### src/rtl/display_shift_controller.sv
// display_shift_controller
//   Streams NUM_DIGITS x SEG_BITS segment patterns MSB-first onto a chain of
//   external shift registers (data / shift clock / storage latch). Frames come
//   from a periodic refresh timer or an on-demand request; the digit bus is
//   snapshotted at LOAD so each frame is coherent.
//
// Ports
//   i_clk          system clock, rising edge
//   i_reset_n      asynchronous active-low reset
//   i_en           enables the refresh timer and the start of new frames
//   i_start        on-demand refresh request, level-sampled every cycle
//   i_digits       packed patterns, digit 0 in the MSBs, dp,g..a within a digit
//   i_blank_mask   bit n forces digit n to all-zero in the frame
//   o_busy         frame in progress (LOAD through LATCH)
//   o_done         one-cycle pulse after the latch phase
//   o_serial_data  serial data, MSB first
//   o_serial_clk   shift clock, external registers sample on its rising edge
//   o_serial_latch storage-register latch, active-high
module display_shift_controller #(
    parameter int SYS_CLK_HZ     = 50_000_000,
    parameter int REFRESH_HZ     = 100,
    parameter int SERIAL_CLK_DIV = 4,
    parameter int NUM_DIGITS     = 6,
    parameter int SEG_BITS       = 8
) (
    input  logic                           i_clk,
    input  logic                           i_reset_n,
    input  logic                           i_en,
    input  logic                           i_start,
    input  logic [NUM_DIGITS*SEG_BITS-1:0] i_digits,
    input  logic [NUM_DIGITS-1:0]          i_blank_mask,
    output logic                           o_busy,
    output logic                           o_done,
    output logic                           o_serial_data,
    output logic                           o_serial_clk,
    output logic                           o_serial_latch
);

    localparam int PERIOD = SYS_CLK_HZ / REFRESH_HZ;
    localparam int NB     = NUM_DIGITS * SEG_BITS;
    localparam int TMR_W  = (PERIOD > 1) ? $clog2(PERIOD) : 1;
    localparam int BIT_W  = (NB > 1) ? $clog2(NB) : 1;
    localparam int DIV_W  = (SERIAL_CLK_DIV > 1) ? $clog2(SERIAL_CLK_DIV) : 1;

    localparam logic [TMR_W-1:0] TMR_LAST = TMR_W'(PERIOD - 1);
    localparam logic [BIT_W-1:0] BIT_LAST = BIT_W'(NB - 1);
    localparam logic [DIV_W-1:0] DIV_LAST = DIV_W'(SERIAL_CLK_DIV - 1);

    typedef enum logic [2:0] {
        S_IDLE, S_LOAD, S_SHIFT_LO, S_SHIFT_HI, S_LATCH, S_DONE
    } state_t;

    state_t           r_state, w_state_nxt;
    logic [TMR_W-1:0] r_timer;
    logic [DIV_W-1:0] r_div, w_div_nxt;
    logic [BIT_W-1:0] r_bit, w_bit_nxt;
    logic [NB-1:0]    r_shift, w_shift_nxt;
    logic [NB-1:0]    w_frame;
    logic             r_pending;
    logic             w_tick, w_req, w_enter_load;
    logic             r_busy, r_done, r_sdata, r_sclk, r_latch;

    // Blanked digits are zeroed before capture.
    for (genvar n = 0; n < NUM_DIGITS; n++) begin : g_blank
        assign w_frame[NB-1-n*SEG_BITS -: SEG_BITS] =
            i_blank_mask[n] ? '0 : i_digits[NB-1-n*SEG_BITS -: SEG_BITS];
    end

    // Refresh timer: free-runs while enabled, parked at 0 otherwise.
    always_ff @(posedge i_clk or negedge i_reset_n) begin
        if (!i_reset_n)            r_timer <= '0;
        else if (!i_en)            r_timer <= '0;
        else if (r_timer == TMR_LAST) r_timer <= '0;
        else                       r_timer <= r_timer + TMR_W'(1);
    end

    assign w_tick       = i_en && (r_timer == TMR_LAST);
    assign w_req        = w_tick || (i_start && i_en);
    // LOAD is only ever entered from IDLE or DONE, so next==LOAD marks entry.
    assign w_enter_load = (w_state_nxt == S_LOAD);

    // Single pending flag coalesces all requests seen before the next LOAD.
    always_ff @(posedge i_clk or negedge i_reset_n) begin
        if (!i_reset_n)        r_pending <= 1'b0;
        else if (w_enter_load) r_pending <= 1'b0;
        else if (w_req)        r_pending <= 1'b1;
    end

    always_comb begin
        w_state_nxt = r_state;
        w_div_nxt   = r_div;
        w_bit_nxt   = r_bit;
        w_shift_nxt = r_shift;
        case (r_state)
            S_IDLE: begin
                if (r_pending && i_en) w_state_nxt = S_LOAD;
            end
            S_LOAD: begin
                w_shift_nxt = w_frame;
                w_bit_nxt   = BIT_LAST;
                w_div_nxt   = '0;
                w_state_nxt = S_SHIFT_LO;
            end
            S_SHIFT_LO: begin
                if (r_div == DIV_LAST) begin
                    w_div_nxt   = '0;
                    w_state_nxt = S_SHIFT_HI;
                end else begin
                    w_div_nxt = r_div + DIV_W'(1);
                end
            end
            S_SHIFT_HI: begin
                if (r_div == DIV_LAST) begin
                    w_div_nxt = '0;
                    if (r_bit == '0) begin
                        w_state_nxt = S_LATCH;
                    end else begin
                        w_shift_nxt = {r_shift[NB-2:0], 1'b0};
                        w_bit_nxt   = r_bit - BIT_W'(1);
                        w_state_nxt = S_SHIFT_LO;
                    end
                end else begin
                    w_div_nxt = r_div + DIV_W'(1);
                end
            end
            S_LATCH: begin
                if (r_div == DIV_LAST) begin
                    w_div_nxt   = '0;
                    w_state_nxt = S_DONE;
                end else begin
                    w_div_nxt = r_div + DIV_W'(1);
                end
            end
            S_DONE: begin
                // Back-to-back frame when a request arrived during this one.
                w_state_nxt = (r_pending && i_en) ? S_LOAD : S_IDLE;
            end
            default: w_state_nxt = S_IDLE;
        endcase
    end

    always_ff @(posedge i_clk or negedge i_reset_n) begin
        if (!i_reset_n) begin
            r_state <= S_IDLE;
            r_div   <= '0;
            r_bit   <= '0;
            r_shift <= '0;
        end else begin
            r_state <= w_state_nxt;
            r_div   <= w_div_nxt;
            r_bit   <= w_bit_nxt;
            r_shift <= w_shift_nxt;
        end
    end

    // Outputs are decoded from next-state values and registered, so each
    // pin is a flop that lines up with the state it belongs to.
    always_ff @(posedge i_clk or negedge i_reset_n) begin
        if (!i_reset_n) begin
            r_busy  <= 1'b0;
            r_done  <= 1'b0;
            r_sdata <= 1'b0;
            r_sclk  <= 1'b0;
            r_latch <= 1'b0;
        end else begin
            r_busy  <= (w_state_nxt == S_LOAD) || (w_state_nxt == S_SHIFT_LO) ||
                       (w_state_nxt == S_SHIFT_HI) || (w_state_nxt == S_LATCH);
            r_done  <= (w_state_nxt == S_DONE);
            r_sdata <= ((w_state_nxt == S_SHIFT_LO) || (w_state_nxt == S_SHIFT_HI)) ?
                       w_shift_nxt[NB-1] : 1'b0;
            r_sclk  <= (w_state_nxt == S_SHIFT_HI);
            r_latch <= (w_state_nxt == S_LATCH);
        end
    end

    assign o_busy         = r_busy;
    assign o_done         = r_done;
    assign o_serial_data  = r_sdata;
    assign o_serial_clk   = r_sclk;
    assign o_serial_latch = r_latch;

endmodule

### config.mk
export PLATFORM = sky130hd
export DESIGN_NAME = display_shift_controller
export DESIGN_NICKNAME = d
export VERILOG_FILES = /design/src/rtl/display_shift_controller.sv
export SDC_FILE = /design/constraint.sdc
export NUM_CORES = 1
export LEC_CHECK = 0
export CELL_PAD_IN_SITES_DETAIL_PLACEMENT = 1
export CELL_PAD_IN_SITES_GLOBAL_PLACEMENT = 2
export CORE_UTILIZATION = 36
export DETAILED_ROUTE_END_ITERATION = 16
export PLACE_DENSITY = 0.95
export SETUP_SLACK_MARGIN = 0.1
export SYNTH_ARGS = -nofsm -noshare
export SYNTH_HDL_FRONTEND = slang
export SYNTH_SLANG_ARGS = --single-unit
### constraint.sdc
create_clock -name i_clk -period 5.4 [get_ports i_clk]
set_input_delay 1.08 -clock i_clk [delete_from_list [all_inputs] [get_ports i_clk]]
set_output_delay 1.08 -clock i_clk [all_outputs]
set_load 0.02 [all_outputs]
# Yosys cells after proc, flatten, opt, wreduce, memory -nomap -nowiden
# Index checks and enable logic that the tools add are counted.
[totals]
register_bits = 84
input_bits = 58
output_inout_bits = 5
word_cells = 70
[op_classes]
add_sub_neg = 3
eq_ne = 14
mux = 26
n_reduce_logical = 15
[ops]
columns = ["operator", "count"]
rows = [
  ["two-way mux 48 bit", 2],
  ["one-hot mux 48 bit (2 select lines)", 1],
  ["two-way mux 8 bit", 6],
  ["two-way mux 19 bit", 2],
  ["adder 19 x 1 -> 19 bit, second input constant", 1],
  ["== test 19 bit, second input constant", 1],
  ["one-hot mux 3 bit (6 select lines)", 1],
  ["two-way mux 3 bit", 5],
  ["== test 3 x 2 -> 1 bit, second input constant", 4],
  ["== test 3 bit, second input constant", 4],
  ["two-way mux 6 bit", 2],
  ["one-hot mux 6 bit (2 select lines)", 1],
  ["== test 3 x 1 -> 1 bit, second input constant", 2],
  ["zero test 6 bit", 1],
  ["nonzero test 2 bit", 3],
  ["subtractor 6 x 1 -> 6 bit, second input constant", 1],
  ["logical OR 1 bit", 5],
  ["two-way mux 1 bit", 4],
  ["!= test 2 bit, second input constant", 2],
  ["one-hot mux 2 bit (2 select lines)", 1],
  ["logical AND 1 bit", 3],
  ["zero test 3 bit", 1],
  ["AND reduction 3 bit", 1],
  ["OR reduction 3 bit", 1],
  ["3 further kinds", 3],
]

# Longest topological paths before layout
# Gate-level depths: netlist of run 1.
[depth]
word_depth = 8
depth_mapped = 8
mapped_depth_nobuf = 6

# Worst setup path before layout of run 1
# No wires, ideal clock.
[synth_path]
path_type = "input -> register"
start = "input port i_digits[47]"
end = "register r_sdata (netlist: o_serial_data)"
setup_ps = 119
t_arrival_ps = 1822
required_ps = 5281
setup_slack_ps = 3459
cell_stages = 4
path_buffers = 0
cell_sequence = "nor3b_1 > mux2_2 > a211o_1 > and2_1"
[synth_between]
elab_chain_cells = 3
[synth_rtl]
columns = ["item", "line_no", "text"]
rows = [
  ["start, declared", "30", "input logic [NUM_DIGITS*SEG_BITS-1:0] i_digits,"],
  ["two-way mux 8 bit", "66", "i_blank_mask[n] ? '0 : i_digits[NB-1-n*SEG_BITS -: SEG_BITS];"],
  ["one-hot mux 48 bit (2 select lines)", "94", "case (r_state)"],
  ["via w_shift_nxt[47]", "57", "logic [NB-1:0] r_shift, w_shift_nxt;"],
  ["two-way mux 1 bit", "169", "r_sdata <= ((w_state_nxt == S_SHIFT_LO) || (w_state_nxt == S_SHIFT_HI)) ?"],
  ["end signal, assigned", "169", ""],
  ["end, declared", "61", "logic r_busy, r_done, r_sdata, r_sclk, r_latch;"],
]
# The timed path passes the listed nets, and every way through them passes these cells.
# A chain may end at the register's enable or synchronous reset.

# Final worst setup path of run 1
[layout_path]
start = "register r_sdata (netlist: o_serial_data)"
end = "output port o_serial_data"
[layout_rtl]
columns = ["item", "line_no", "text"]
rows = [
  ["end, declared", "34", "output logic o_serial_data,"],
]
# No word-level cell between the ends.

==> reports/metrics.yaml, run 1 <==
run_status:
  run_status: "finished, final reports clean"
layout:
  nNetsFinal: 515
  fin_util_pct: 46.3
  layout-drive-gt1-share_pct: 6.10
  fillers: 1185
  regArea_um2: 2100
  diodes: 0
  synthToLayoutAreaGrowth_pct: 24.4
  multi_input_area_um2: 1640
  final_area_um2: 4780
critical_path:
  cp.arrival_ns: 1.33
  worst_path_max_delay_cell: "clkdlybuf4s50_1"
  start_kind: "flip-flop"
  critPathTopFamily: "buffers and inverters"
  critPathKind: "reg2out"
  path_buf_inv: 1
  critPathMaxFanout: 1
  cp_cell_sequence: "clkdlybuf4s50_1"
  slowest_delay_ns: 0.60
  critPathCaptureType: "primary output"
  required_ns: 4.32
clocking:
  cts_tree: "done"
  cts_hold_buf: 0
  clk_path_buf_depth: 2
  clock_sinks: 84
  h-tree-depth: 3
  cts_buffers: 9
  post_cts_buffers: 0
  path_clk_slew_ns: 0.09
  cts.repair.resized: 0
  root_buffer: "clkbuf_8"
  clock_latency_ns: 0.36
sta:
  fin_crit_ns: 2.41
  setup_viol: 0
  worst_pin_slew_ns: 1.25
  finClkSkew_ns: 0.00987
  max_slew_margin_pct: 16.2
  max_freq_mhz: 416
  hold_viol_final: 0
  maxSlewViolCount: 0
  finalCritPeriodShare_pct: 44.5
  fin_setup_tns_ns: 0
  setup_ws_ns: 2.99
  rsz0062_at_grt: "false"
floorplanning:
  die_h_um: 105
  dieArea_um2: 11100
  boundaryPins: 63
  initial_core_util_pct: 37.3
  rows: 37
  core_um2: 10300
  die_w_um: 105
logic_synthesis:
  ys_types: 47
  ys.flop_type: "dfrtp_1"
  syn_avg_cell_area_um2: 9.71
  netlist_area_um2: 3850
  synth_edf_count: 0
  netlist_instances: 396
  yosysWarningCount: 0
  synth_nets: 457
  synth_seq_cells: 84
  synthArstFlopShare_pct: 100
  synth.yosys.seq_area_share_pct: 54.7
global_routing:
  antenna_found_initial: 0
  grt_pass1_wl_um: 15600
  grt_pass1_vias: 3297
  track_usage_pct: 17.7
  overflow: 0
  grt_max_degree: 85
route:
  routed_wl_um: 9070
  drtIter0Drc: 149
  vias: 3074
  avgRoutedWirePerCell_um: 15.2
  postRouteAntennaNets: 0
  drc: 0
  post_drt_via_cell_ratio: 5.17
  drt_pass1_iterations: 6
placed_design:
  gp_congestion: 0.758
  dp_hpwl_um: 6060
  io_buffers: 62
  pre_cts_slack_ns: 2.84
  dpl_cell_area_um2: 4590
power:
  p_int_uw: 1220
  ir_drop_mv: 0.117
  p_comb_share_pct: 24.9
  power_uw: 1850
  powerDensity_nw_per_um2: 387
  swShare_pct: 33.8
  p_seq_share_pct: 50.0
  clockPowerShare_pct: 25.1
  leakage_uw: 0.00214
  p_sw_uw: 625
min_path:
  hp-class: "reg2reg"
flow_run:
  maxCapViolations: 0
## routing by layer
metal | up-vias | part of all wire [%] | global-route usage, %
met1 | 1528 | 46 | 22.6
met3 | 10 | 2.7 | 3.90
met5 | - | 0 | 0
li1 | 1498 | - | -
met4 | 0 | 1.4 | 6.34
met2 | 38 | 50 | 29.5
## worst paths after layout
path	start	endpoint	slack (ns)	cells after the start
worst max-delay path	o_serial_data$_DFF_PN0_	o_serial_data	2.99	1
worst min-delay path	r_shift[39]$_DFFE_PN0P_	r_shift[39]$_DFFE_PN0P_	0.47	2
worst max register to register	r_bit[0]$_DFFE_PN0P_	r_bit[5]$_DFFE_PN0P_	3.05	7
worst min register to register	r_shift[39]$_DFFE_PN0P_	r_shift[39]$_DFFE_PN0P_	0.47	2
max in group asynchronous	i_reset_n	r_timer[3]$_DFF_PN0_	3.79	1
min in group asynchronous	i_reset_n	r_shift[33]$_DFFE_PN0P_	0.89	1
## layout by cell type, fill, tap and decap left out, types with 2 or more instances in the layout
cell             count
a21o_1               2
a21oi_1              6
a22oi_1             47
and2_1               3
and3_1               2
buf_4                3
clkbuf_8             9
clkdlybuf4s50_1     61
clkinv_2             2
dfrtp_1             84
ha_1                 3
inv_1               12
inv_6                2
mux2_2               2
mux2i_1              3
nand2_1             98
nand2b_1             5
nand3_1              8
nand4_1              3
nor2_1              27
nor2b_1              4
nor3_1               5
nor3b_1              3
nor4_1               7
nor4bb_1             3
o21ai_0              5
o31ai_1              2
or3_1                6
or3b_2               2
or4_1                3
xnor2_1             14
## area by class of cell
type                            instances  area share [%]
Clock inverter                          7            1.54
Tap cell                              136            3.56
Inverter                               12           0.941
Multi-Input combinational cell        283            34.2
Timing Repair Buffer                   64            13.2
Sequential cell                        84            43.9
Clock buffer                            9            2.59
## power by group through the flow
stage | combinational (uW) | clock (uW) | sequential (uW)
floorplan | 322 | 0 | 905
global placement | 438 | 0 | 924
detailed placement | 468 | 0 | 938
CTS | 470 | 480 | 925
global route | 528 | 508 | 950
finish | 461 | 463 | 925
## Yosys cell counts (all sizes together) (6+ instances only)
cell	n	area, um^2
nand2	98	368
dfrtp	84	2100
a22oi	47	353
nor2	27	101
xnor2	14	123
inv	12	45.0
clkbuf	9	33.8
nand3	9	50.1
buf	8	40.0
a21oi	7	35.0
nor4	7	43.8
o21ai	6	30.0
or3	6	37.5
## stage by stage
step	cells	hold slack (ns)
floorplan	396	0.439
global placement	579	0.449
detailed placement	579	0.457
CTS	595	0.477
global route	595	0.499
finish	595	0.474
## registers in the layout, indices dropped and copies added (netlist names)
| signal | cells |
|---|---|
| r_shift | 48 |
| r_timer | 19 |
| r_bit | 6 |
| r_state | 3 |
| r_div | 2 |
| o_busy | 1 |
| o_done | 1 |
| o_serial_clk | 1 |
| o_serial_data | 1 |
| o_serial_latch | 1 |
| r_pending | 1 |
## logic make-up after synthesis
kind of cell | count (synthesis) | share of synthesized area, %
AND/OR/NAND/NOR | 185 | 22.6
buffers and inverters | 29 | 3.09
AO/OA/AOI/OAI | 75 | 13.9
multiplexers | 5 | 1.37
adder cells (fa/ha/maj) | 3 | 0.976
XOR/XNOR | 15 | 3.42
flip-flops | 84 | 54.7
No activity file was read; power rests on OpenSTA's default activity.
==> run 2, diff against run 1 <==
Settings changed: CORE_UTILIZATION 36 to 30, PLACE_DENSITY 0.95 to 0.87.
Clock period 5.4 ns to 2.1 ns, I/O delays scaled along.
==> reports/metrics.yaml, run 2 (synthesized netlist as in run 1, its figures left out) <==
critical_path:
  cp_cell_sequence: "inv_1, ha_2, or3b_4, o211ai_1, buf_4, clkdlybuf4s15_2, or3_1, nand3_1"
  start_kind: "flip-flop"
  required_ns: 2.29  # -2.03 ns
  r2r_slack_ns: 0.13  # -2.92 ns
  slowest_delay_ns: 0.40  # -0.20 ns
  cp.arrival_ns: 2.16  # +0.83 ns
  critPathCaptureType: "flip-flop"
  critPathKind: "reg2reg"
  worst_path_max_delay_cell: "or3b_4"
  critPathMaxFanout: 4  # +3
layout:
  diodes: 0  # unchanged
  largest_reg_flops: 48  # unchanged
  nNetsFinal: 539  # +4.7%
  layout-drive-gt1-share_pct: 11.4  # +5.3 points
  layout_commonest_cell: "nand2_1"
  final_cell_mix: "98 x nand2_1, 84 x dfrtp_1, 61 x clkdlybuf4s50_1"
  multi_input_area_um2: 1660  # +1.3%
  reg_top3: "r_shift: 48 flops, r_timer: 19 flops, r_bit: 6 flops"
  fin_util_pct: 42.6  # -3.8 points
  fillers: 1381  # +17%
  regArea_um2: 2100  # unchanged
  synthToLayoutAreaGrowth_pct: 35.7
  regMostFlops: "r_shift"
sta:
  finalCritPeriodShare_pct: 94.0
  finClkSkew_ns: 0.00895  # -0.000916 ns
  max_slew_margin_pct: 62.9  # +47 points
  setup_viol: 0  # unchanged
  max_freq_mhz: 507
  worst_pin_slew_ns: 0.557  # -0.691 ns
  rsz0062_at_grt: "true"
  fin_setup_tns_ns: 0  # unchanged
  maxSlewViolCount: 0  # unchanged
  hold_viol_final: 0  # unchanged
  fin_crit_ns: 1.97
global_routing:
  grt_max_degree: 53  # -38%
  grt_pass1_wl_um: 16300  # +4.6%
  antenna_found_initial: 0  # unchanged
  grt_pass1_vias: 3294  # -0.091%
  overflow: 0  # unchanged
  track_usage_pct: 15.8  # -1.9 points
clocking:
  root_buffer: "clkbuf_16"
  h-tree-depth: 3  # unchanged
  clk_path_buf_depth: 2  # unchanged
  cts_tree: "done"
  cts_buffers: 9  # unchanged
  cts_hold_buf: 0  # unchanged
  path_clk_slew_ns: 0.07  # -0.02 ns
  clock_latency_ns: 0.34  # -0.02 ns
  clock_sinks: 84  # unchanged
floorplanning:
  die_w_um: 115  # +9.4%
  dieArea_um2: 13300  # +20%
  rows: 40  # +8.1%
  die_h_um: 115  # +9.4%
  core_um2: 12300  # +19%
  initial_core_util_pct: 31.4  # -5.9 points
  boundaryPins: 63  # unchanged
route:
  routed_wl_um: 10200  # +13%
  vias: 3217  # +4.7%
  avgRoutedWirePerCell_um: 15.7  # +3.3%
  drtIter0Drc: 153  # +2.7%
  drc: 0  # unchanged
  drt_pass1_iterations: 4  # -2
  postRouteAntennaNets: 0  # unchanged
  post_drt_via_cell_ratio: 4.94  # -4.4%
placed_design:
  gp_congestion: 0.781  # +3.0%
  dp_hpwl_um: 6690  # +11%
  io_buffers: 62  # unchanged
run_status:
  run_status: "finished, final reports clean"
power:
  ir_drop_mv: 0.430  # +270%
  powerDensity_nw_per_um2: 1050  # +170%
  leakage_uw: 0.00234  # +9.4%
min_path:
  hp-class: "in2async"
flow_run:
  maxCapViolations: 0  # unchanged
[run 2: worst max-delay path, delay by kind of cell, from the launching register on]
| family | cells | cell delay [ns] |
|---|---|---|
| adder cells (fa/ha/maj) | 1 | 0.19 |
| AND/OR/NAND/NOR | 3 | 0.57 |
| buffers and inverters | 3 | 0.48 |
| AO/OA/AOI/OAI | 1 | 0.21 |
| flip-flops | 1 | 0.38 |
[run 2: routing by layer]
layer | global-route usage [%] | share of wire, % | vias to the layer above
met5 | 0 | 0 | -
met4 | 5.71 | 1.7 | 0
met3 | 3.48 | 2.5 | 15
met2 | 25.6 | 51 | 44
met1 | 20.7 | 45 | 1603
li1 | - | - | 1555
[run 2: final cells by class]
cell class                 instances  area share [%]
tap                              168            4.03
clock inverter                     5            1.15
inverter                          12           0.863
timing repair buffer              87            17.3
sequential                        84            40.3
multi-input combinational        284            31.8
clock buffer                      11            4.65
[run 2: metrics by stage]
stage / total power [uW] / hold slack, ns / setup slack (ns) / area, um^2 / instances
CTS: 5350 / 0.0282 / 0.103 / 5110 / 644
global route: 5830 / 0.0357 / 0.0245 / 5220 / 651
finish: 5470 / 0.0205 / 0.126 / 5220 / 651
global placement: 3610 / 0.390 / 0.187 / 4800 / 628
detailed placement: 3710 / 0.396 / 0.106 / 4800 / 628
floorplan: 3160 / 0.124 / 0.196 / 3850 / 396
[run 2: path summary, 6_finish.rpt]
check | from | endpoint | cells after the start
setup reg to reg | r_bit[1]$_DFFE_PN0P_ | r_bit[2]$_DFFE_PN0P_ | 8
max in group asynchronous | i_reset_n | r_timer[7]$_DFF_PN0_ | 2
setup / recovery | r_bit[1]$_DFFE_PN0P_ | r_bit[2]$_DFFE_PN0P_ | 8
hold / removal | i_reset_n | r_shift[11]$_DFFE_PN0P_ | 1
min in group i_clk | r_shift[35]$_DFFE_PN0P_ | r_shift[35]$_DFFE_PN0P_ | 2
hold reg to reg | r_shift[35]$_DFFE_PN0P_ | r_shift[35]$_DFFE_PN0P_ | 2
[run 2: repair_timing]
item	CTS	global route
cloned	0	5
resized for setup	1	5
setup endpoints to repair	4	52
pin swaps	1	1
buffers inserted	0	2
[run 2: power breakdown]
part / switching [uW] / internal (uW)
combinational: 763 / 675
sequential: 317 / 2090
clock: 666 / 959
total: 1750 / 3720
